**src/rtl/fp12_pkg.sv**
```systemverilog
// Shared definitions for the 12-bit float format and the acc_12 reduction FSM.
// Format: sign[11], exponent[10:6] (bias 15), mantissa[5:0]. Zero is all zeros.
package fp12_pkg;
   localparam int SGN    = 11;
   localparam int EXP_HI = 10;
   localparam int EXP_LO = 6;
   localparam int MAN_HI = 5;
   localparam int MAN_LO = 0;

   localparam logic [11:0] FP12_ZERO = 12'h000;
   localparam int          ADD_LAT   = 5;

   // Counter marks: last flush slot, and the cycles where issued sums come back.
   localparam logic [2:0] CNT_LAST = 3'(ADD_LAT - 1);
   localparam logic [2:0] CNT_RET0 = 3'(ADD_LAT);
   localparam logic [2:0] CNT_RET1 = 3'(ADD_LAT + 1);

   typedef enum logic [2:0] {
      ST_IDLE, ST_ACCUM, ST_FLUSH, ST_RED1, ST_RED2, ST_RED3, ST_DONE
   } state_t;
endpackage

```
**src/rtl/add_12.sv**
```systemverilog
// Pipelined 12-bit float adder: round-to-nearest-even, denormals flushed to zero,
// magnitude saturating at exponent 31. Result appears ADD_LAT cycles after the inputs.
module add_12
   import fp12_pkg::*;
(
   input  logic        clk_i,
   input  logic        rst_n_i,
   input  logic [11:0] a_i,
   input  logic [11:0] b_i,
   output logic [11:0] y_o
);
   logic [10:0]              w_ka, w_kb;
   logic [11:0]              w_big, w_sml;
   logic [4:0]               w_d;
   logic [9:0]               w_mb, w_ms, w_ms_al;
   logic                     w_stk;
   logic [10:0]              w_sum;
   logic [9:0]               w_norm;
   logic [3:0]               w_lz;
   logic                     w_found, w_up;
   logic [7:0]               w_rnd;
   logic signed [7:0]        w_e;
   logic [11:0]              w_res;
   logic [ADD_LAT-1:0][11:0] r_pipe;

   // Magnitude keys: a zero exponent (zero or denormal) counts as zero.
   assign w_ka = (a_i[EXP_HI:EXP_LO] == '0) ? '0 : a_i[EXP_HI:MAN_LO];
   assign w_kb = (b_i[EXP_HI:EXP_LO] == '0) ? '0 : b_i[EXP_HI:MAN_LO];

   always_comb begin
      w_big   = (w_kb > w_ka) ? b_i : a_i;
      w_sml   = (w_kb > w_ka) ? a_i : b_i;
      w_mb    = (w_big[EXP_HI:EXP_LO] == '0) ? '0 : {1'b1, w_big[MAN_HI:MAN_LO], 3'b000};
      w_ms    = (w_sml[EXP_HI:EXP_LO] == '0) ? '0 : {1'b1, w_sml[MAN_HI:MAN_LO], 3'b000};
      w_d     = w_big[EXP_HI:EXP_LO] - w_sml[EXP_HI:EXP_LO];
      // Three guard bits plus a sticky LSB keep the RNE decision exact.
      w_stk   = |(w_ms & ((10'd1 << w_d) - 10'd1));
      w_ms_al = (w_ms >> w_d) | {9'd0, w_stk};
      w_sum   = (w_big[SGN] ^ w_sml[SGN]) ? ({1'b0, w_mb} - {1'b0, w_ms_al})
                                          : ({1'b0, w_mb} + {1'b0, w_ms_al});
      w_e     = $signed({3'b000, w_big[EXP_HI:EXP_LO]});
      w_lz    = '0;
      w_found = 1'b0;
      for (int i = 9; i >= 0; i--) begin
         if (!w_found) begin
            if (w_sum[i]) w_found = 1'b1;
            else          w_lz    = w_lz + 4'd1;
         end
      end
      if (w_sum[10]) begin
         w_norm = {w_sum[10:2], |w_sum[1:0]};
         w_e    = w_e + 8'sd1;
      end else begin
         w_norm = w_sum[9:0] << w_lz;
         w_e    = w_e - $signed({4'b0000, w_lz});
      end
      w_up  = w_norm[2] & (w_norm[3] | (|w_norm[1:0]));
      w_rnd = {1'b0, w_norm[9:3]} + {7'd0, w_up};
      if (w_rnd[7]) w_e = w_e + 8'sd1;
      if (w_sum == '0)        w_res = FP12_ZERO;
      else if (w_e > 8'sd31)  w_res = {w_big[SGN], 11'h7FF};
      else if (w_e < 8'sd1)   w_res = FP12_ZERO;
      else                    w_res = {w_big[SGN], w_e[4:0], w_rnd[5:0]};
   end

   always_ff @(posedge clk_i) begin
      if (!rst_n_i) r_pipe <= '0;
      else          r_pipe <= {r_pipe[ADD_LAT-2:0], w_res};
   end

   assign y_o = r_pipe[ADD_LAT-1];
endmodule

```
**src/rtl/acc_12.sv**
```systemverilog
// Streaming fp12 sum: five interleaved partials live in the add_12 pipeline,
// then a flush/reduce sequence folds them into one result.
module acc_12
   import fp12_pkg::*;
(
   input  logic        clk_i,
   input  logic        rst_n_i,
   input  logic [11:0] data_i,
   input  logic        valid_i,
   input  logic        last_i,
   output logic        ready_o,
   output logic [11:0] sum_o,
   output logic        sum_valid_o,
   output logic        busy_o
);
   state_t                   r_state;
   logic [2:0]               r_cnt;
   logic [ADD_LAT-1:0][11:0] r_p;
   logic [11:0]              r_q0, r_q1, r_sum;
   logic                     r_sum_valid;
   logic [11:0]              w_add_a, w_add_b, w_add_y;
   logic                     w_accept;

   assign ready_o     = (r_state == ST_IDLE) || (r_state == ST_ACCUM);
   assign busy_o      = (r_state != ST_IDLE);
   assign w_accept    = valid_i && ready_o;
   assign sum_o       = r_sum;
   assign sum_valid_o = r_sum_valid;

   // Any slot not issuing real work feeds 0/0 so the pipeline drains to zero.
   always_comb begin
      w_add_a = FP12_ZERO;
      w_add_b = FP12_ZERO;
      case (r_state)
         ST_IDLE: begin
            if (w_accept) begin
               w_add_a = data_i;
               w_add_b = w_add_y;
            end
         end
         ST_ACCUM: begin
            w_add_a = w_accept ? data_i : FP12_ZERO;
            w_add_b = w_add_y;
         end
         ST_RED1: begin
            if (r_cnt == 3'd0) begin
               w_add_a = r_p[0];
               w_add_b = r_p[1];
            end else if (r_cnt == 3'd1) begin
               w_add_a = r_p[2];
               w_add_b = r_p[3];
            end
         end
         ST_RED2: begin
            if (r_cnt == 3'd0) begin
               w_add_a = r_q0;
               w_add_b = r_q1;
            end
         end
         ST_RED3: begin
            // r is forwarded straight from the adder output as it returns.
            if (r_cnt == 3'd0) begin
               w_add_a = w_add_y;
               w_add_b = r_p[ADD_LAT-1];
            end
         end
         default: ;
      endcase
   end

   always_ff @(posedge clk_i or negedge rst_n_i) begin
      if (!rst_n_i) begin
         r_state     <= ST_IDLE;
         r_cnt       <= '0;
         r_p         <= '0;
         r_q0        <= '0;
         r_q1        <= '0;
         r_sum       <= '0;
         r_sum_valid <= 1'b0;
      end else begin
         r_sum_valid <= 1'b0;
         case (r_state)
            ST_IDLE: begin
               if (w_accept) begin
                  r_cnt   <= '0;
                  r_state <= last_i ? ST_FLUSH : ST_ACCUM;
               end
            end
            ST_ACCUM: begin
               if (w_accept && last_i) begin
                  r_cnt   <= '0;
                  r_state <= ST_FLUSH;
               end
            end
            ST_FLUSH: begin
               r_p[r_cnt] <= w_add_y;
               if (r_cnt == CNT_LAST) begin
                  r_cnt   <= '0;
                  r_state <= ST_RED1;
               end else begin
                  r_cnt <= r_cnt + 3'd1;
               end
            end
            ST_RED1: begin
               r_cnt <= r_cnt + 3'd1;
               if (r_cnt == CNT_RET0) r_q0 <= w_add_y;
               if (r_cnt == CNT_RET1) begin
                  r_q1    <= w_add_y;
                  r_cnt   <= '0;
                  r_state <= ST_RED2;
               end
            end
            ST_RED2: begin
               if (r_cnt == CNT_LAST) begin
                  r_cnt   <= '0;
                  r_state <= ST_RED3;
               end else begin
                  r_cnt <= r_cnt + 3'd1;
               end
            end
            ST_RED3: begin
               if (r_cnt == CNT_RET0) begin
                  r_sum       <= w_add_y;
                  r_sum_valid <= 1'b1;
                  r_cnt       <= '0;
                  r_state     <= ST_DONE;
               end else begin
                  r_cnt <= r_cnt + 3'd1;
               end
            end
            ST_DONE: r_state <= ST_IDLE;
            default: r_state <= ST_IDLE;
         endcase
      end
   end

   add_12 u_add (
      .clk_i   (clk_i),
      .rst_n_i (rst_n_i),
      .a_i     (w_add_a),
      .b_i     (w_add_b),
      .y_o     (w_add_y)
   );
endmodule

```
**config.mk**
```make
export PLATFORM = sky130hd
export DESIGN_NAME = acc_12
export DESIGN_NICKNAME = d
export VERILOG_FILES = /design/src/rtl/fp12_pkg.sv /design/src/rtl/add_12.sv /design/src/rtl/acc_12.sv
export SDC_FILE = /design/constraint.sdc
export NUM_CORES = 1
export LEC_CHECK = 0
export CORE_MARGIN = 2
export CORE_UTILIZATION = 55
export DETAILED_ROUTE_END_ITERATION = 6
export GPL_TIMING_DRIVEN = 1
export PLACE_DENSITY = 0.72
export SYNTH_ARGS = -nofsm -noshare
export SYNTH_HDL_FRONTEND = slang
export SYNTH_SLANG_ARGS = --single-unit
```
**constraint.sdc**
```tcl
create_clock -name clk_i -period 18.8 [get_ports clk_i]
set_input_delay 3.76 -clock clk_i [delete_from_list [all_inputs] [get_ports clk_i]]
set_output_delay 3.76 -clock clk_i [all_outputs]
set_load 0.02 [all_outputs]
```
==> results.tsv, run 1 <==
metric	value	unit
storage element area	3780	sq um
Crit. End Element	flip-flop	
share of flip-flops with an asynchronous set or reset	0.632	
total CTS buffers	17	
worst slew pin tran	1350	ps
top cell type's share of synthesized area	0.237	
Buf/Inv on CP	5	
most frequent CP cell	ha_1	
Hold Path Class	reg -> reg	
crit path launch type	input pin	
vias per cell	6.15	
wire per inst	19.0	um
outcome	finished, final reports clean	
slowest stage cell on the critical path	a2111o_1	
Mapped Avg Cell Area	9.19	sq um
root buf cell	clkbuf_16	
Hold Path Stages	1	
Port Buffers	30	
crit-path max FO	12	
Nets	1259	
pin count of the biggest net entering global routing	95	
die area	20900	sq um
min Tclk post-route	17770	ps
Finished Cell Area	12200	sq um
fmax	0.0563	GHz
CTS clock-pin slew for the worst setup and hold paths	70	ps
EDFF count, synth	0	
cell accounting for the most synthesized area	dfrtp_1	
GRT overflow	0	
Multi-input gate area	6720	sq um
number of DRC markers in iteration 0	652	
Worst path depth	66	
via count	9097	
Hold Startpoint	u_add.r_pipe[43]	
share of layout cells above drive strength 1	0.188	
hold slack final	427	ps
first-pass GRT wire length	44500	um
CP startpoint	valid_i	
max incr delay on CP	490	ps
Cells after Synth	1183	
# rows	51	
top post-synthesis cells by area	dfrtp_1 24%, mux2_2 12%, dfxtp_1 11%, ha_1 4.6%, nand2_1 3.6%	
final wirelength	28100	um
Main synth FF type	dfrtp_1	
clk_skew	9.27	ps
endpoints failing setup	0	
DR pass1 iterations	5	
RR Startpoint	r_cnt[1]	
Die X	145	um
final core utilization	0.626	
clock sinks	163	
Die Height	145	um
# diodes	0	
maximum root-to-sink buffer count	2	
synth unique cells	98	
CP required	19080	ps
initial core utilization	0.560	
Fillers	1680	
crit path kind	in -> reg	
Syn Std Cell Area	10900	sq um
Synth Register Bits	163	
crit path DAT	18050	ps
Synth Warn #	0	
Area Overhead vs Synth	11.8	%
Final Hold Viols	0	
H-tree Lvls	4	
CTS tree	built	
worst skew pair latency	430	ps
Top Family by Delay on Critical Path	compound AO/OA/AOI/OAI gates	
initial antenna violation count	0	
cts hold-fix bufs	0	
hpwl dp	20200	um
DRC Markers	0	
core area	19400	sq um
worst r2r path cells	69	
fin crit share	0.945	
I/O pin cnt	31	
Placed Area	11400	sq um
maxcap violations	0	
register area share after synthesis	0.348	
setup_tns	0	ps
Rel. slew slack	0.0981	
Routed Antenna Nets	0	
gpl congestion	0.948	
vias in the first global route	8625	
total track usage	0.273	
Slew Viols, Final	0	
syn_nets	1240	
## cell type report
cell class | instances | area share
clock buffers | 21 | 0.0415
clock inverters | 11 | 0.00885
inverters | 37 | 0.0114
multi-input cells | 917 | 0.553
flip-flops and latches | 163 | 0.311
well taps | 265 | 0.0273
repair buffers | 66 | 0.0467
## cells by family after synthesis
logic type	Yosys count	share of synthesized area
AO/OA/AOI/OAI	278	0.185
buffers and inverters	103	0.0378
multiplexers	145	0.152
adder cells (fa/ha/maj)	41	0.0479
AND/OR/NAND/NOR	409	0.193
XOR/XNOR	44	0.0361
flip-flops	163	0.348
## what timing repair did
| item | 4_1_cts | 5_1_grt |
|---|---|---|
| endpoints found under the setup margin | 0 | 12 |
| gates resized for setup | 0 | 6 |
| setup buffers | 0 | 11 |
## cell usage in the layout (no fill, tap or decap), types with 23 or more instances in the layout
| master | Yosys | routed |
|---|---|---|
| mux2_2 | 114 | 114 |
| nand2_1 | 104 | 104 |
| dfrtp_1 | 103 | 103 |
| nor2_1 | 95 | 95 |
| and2_1 | 60 | 60 |
| dfxtp_1 | 60 | 60 |
| a21oi_1 | 59 | 58 |
| o21ai_0 | 42 | 42 |
| ha_1 | 40 | 40 |
| buf_4 | 2 | 37 |
| inv_1 | 33 | 33 |
| nor3_1 | 31 | 31 |
| clkdlybuf4s50_1 | 0 | 29 |
| mux2i_1 | 23 | 23 |
| xnor2_1 | 24 | 23 |
| nand3_1 | 23 | 23 |
## worst register-to-register path: cells and delay by family, from the launching register on
family,cells,cell delay [ps]
AO/OA/AOI/OAI,28,6080
adder cells (fa/ha/maj),11,3690
AND/OR/NAND/NOR,20,3560
buffers and inverters,7,1050
XOR/XNOR,3,610
flip-flops,1,450
## state kept, by name, summed over array words and instances (netlist names)
register      count
r_p              60
u_add.r_pipe     48
r_q0             12
r_q1             12
sum_o            12
u_add.y_o        12
r_cnt             3
r_state           3
sum_valid_o       1
## path summary, 6_finish.rpt
kind                            slack, ps         endpoint
worst max-delay path                 1030  u_add.r_pipe[4]
worst min-delay path                  430     u_add.y_o[7]
worst max register to register       3250  u_add.r_pipe[4]
worst min register to register        430     u_add.y_o[7]
max in group asynchronous           14000          r_p[10]
min in group asynchronous            3410          r_q1[2]
## per-stage QoR
| step | std cells | setup slack (ps) |
|---|---|---|
| final | 1480 | 1030 |
| after global placement | 1437 | 696 |
| after floorplan | 1183 | 1720 |
| after detailed placement | 1437 | 247 |
| after CTS | 1469 | 657 |
| after global routing | 1480 | -62.7 |
## cells in the mapped netlist, types with 7 or more instances
cell type	number
nor4_1	7
or3_1	12
nand2b_1	10
nor2_1	95
mux2_2	114
nand3_1	23
ha_1	40
a21boi_0	7
a21oi_1	59
nand2_1	104
dfrtp_1	103
nand4_1	12
dfxtp_1	60
xor2_1	19
buf_2	7
a22oi_1	13
and2_1	60
mux2i_1	23
o211ai_1	7
clkbuf_1	37
nor3b_1	9
nor3_1	31
buf_1	19
inv_1	33
o22ai_1	7
a21o_1	12
xnor2_1	24
nor2b_1	7
a31oi_1	12
o21ai_0	42
and3_1	9
a211oi_1	14
o22a_1	11
## layer usage
metal | vias to the layer above | track usage | part of all wire
met4 | 0 | 0.0858 | 0.020
li1 | 4362 | - | -
met3 | 50 | 0.0474 | 0.049
met1 | 4400 | 0.361 | 0.44
met2 | 285 | 0.456 | 0.49
met5 | - | 0 | 0
Power of run 1 is not shown: default switching activity piles up to over one toggle a cycle in this logic, so the estimate is an artifact.
==> inputs of run 2 (changes only) <==
- RECOVER_POWER: default -> 50
==> run 2 against run 1 <==
  * The run now ends with max-capacitance violations, max-slew violations left
  * Highest routed layer unchanged
  * Sequential share of layout area is essentially flat
  * Via count is 0.24% lower
  * Routed wire length hardly changed
  * Global-route usage is the same
  * Register-to-register slack worse by 1400 ps
==> results.tsv, run 2 (same netlist as run 1, synthesis figures left out) <==
metric	value	unit
wire per inst	19.0	um
Placed Area	11400	sq um
Port Buffers	30	
via count	9075	
crit path DAT	18040	ps
number of DRC markers in iteration 0	675	
slowest stage cell on the critical path	a2111o_1	
crit-path max FO	12	
pin count of the biggest net entering global routing	95	
maximum root-to-sink buffer count	2	
worst slew pin tran	3170	ps
maxcap violations	2	
core area	19400	sq um
R2R Path End	u_add.r_pipe[4]	
reg-to-reg setup timing slack	1900	ps
I/O pin cnt	31	
Nets	1259	
Area Overhead vs Synth	11.7	%
crit path kind	in -> reg	
Die X	145	um
Final Hold Viols	0	
GRT overflow	0	
CP required	19080	ps
initial antenna violation count	0	
die area	20900	sq um
failing checks	max-capacitance violations, max-slew violations	
CP endpoint	u_add.r_pipe[4]	
Routed Antenna Nets	0	
Final Worst Setup Slack	1040	ps
worst skew pair latency	430	ps
commonest non-fill, non-tap cell in the layout	mux2_2	
crit path launch type	input pin	
fmax	0.0563	GHz
worst slack, placed	247	ps
gpl congestion	0.948	
# rows	51	
clock sinks	163	
share of layout cells above drive strength 1	0.186	
vias in the first global route	8625	
H-tree Lvls	4	
max reg flops	60	
RR Startpoint	r_state[0]	
most frequent CP cell	ha_1	
CTS tree	built	
Biggest register	r_p	
biggest regs	r_p: 60 flops, u_add.r_pipe: 48 flops	
final wirelength	28100	um
Cells after DPL	1437	
max incr delay on CP	490	ps
CP startpoint	valid_i	
Rel. slew slack	-1.12	
min Tclk post-route	17760	ps
outcome	finished with violations	
fin crit share	0.945	
Die Height	145	um
root buf cell	clkbuf_16	
Finished Cell Area	12100	sq um
endpoints failing setup	0	
worst r2r path cells	67	
cts hold-fix bufs	0	
Slew Viols, Final	99	
initial core utilization	0.560	
first-pass GRT wire length	44500	um
total CTS buffers	17	
DR pass1 iterations	5	
vias per cell	6.13	
total track usage	0.273	
CTS clock-pin slew for the worst setup and hold paths	70	ps
most frequent cells in the layout	114 x mux2_2, 104 x nand2_1, 103 x dfrtp_1	
DRC Markers	0	
Cell Count, Final, Fillers Out	1480	
# diodes	0	
Hold Path Class	reg -> reg	
Crit. End Element	flip-flop	
hpwl dp	20200	um
Fillers	1686	
clk_skew	9.87	ps
[run 2: cell count changes in the layout (fill, tap and decap cells not counted)]
cell	previous run	this run
buf_4	37	34
clkbuf_1	1	4
[run 2: worst min path at each step]
stage / startpoint / cells after the start / to / slack (ps)
2_1_floorplan: u_add.r_pipe[0] / 1 / u_add.r_pipe[12] / 410
3_3_place_gp: u_add.r_pipe[33] / 1 / u_add.r_pipe[45] / 410
3_5_place_dp: u_add.r_pipe[43] / 1 / u_add.y_o[7] / 420
4_1_cts: u_add.r_pipe[43] / 1 / u_add.y_o[7] / 430
5_1_grt: u_add.r_pipe[24] / 1 / u_add.r_pipe[36] / 440
6_report: u_add.r_pipe[24] / 1 / u_add.r_pipe[36] / 430
[run 2: timing repair]
item | CTS | global route
buffers inserted | 0 | 11
endpoints found under the hold margin | 0 | 0
endpoints found under the setup margin | 0 | 12
gates resized for setup | 0 | 6
[run 2: layout make-up]
cell class	instances	area (sq um)	share of cell area
flip-flops and latches	163	3780	0.311
well taps	265	332	0.0273
clock inverters	11	108	0.00886
repair buffers	66	557	0.0459
multi-input cells	917	6720	0.554
inverters	37	139	0.0114
clock buffers	21	504	0.0415
[run 2: layer usage]
layer  track usage  vias to the layer above  part of all wire
met4        0.0858                        0             0.023
li1              -                     4358                 -
met2         0.456                      272              0.49
met1         0.361                     4396              0.44
met3        0.0474                       49             0.049
met5             0                        -                 0
[run 2: per-stage QoR]
stage | hold slack, ps | util | setup TNS, ps
3_3_place_gp | 414 | 0.589 | 0
3_5_place_dp | 417 | 0.589 | 0
6_report | 426 | 0.626 | 0
2_1_floorplan | 412 | - | 0
4_1_cts | 429 | 0.620 | 0
5_1_grt | 438 | 0.626 | -287
[run 2: critical path: cells and delay by family]
kind            cells  cell delay (ps)
compound gates     29             6440
simple gates       19             3410
fa+ha+maj          10             2880
buf+inv             5              950
xor+xnor            3              610
Power of run 2 is left out for the same reason.
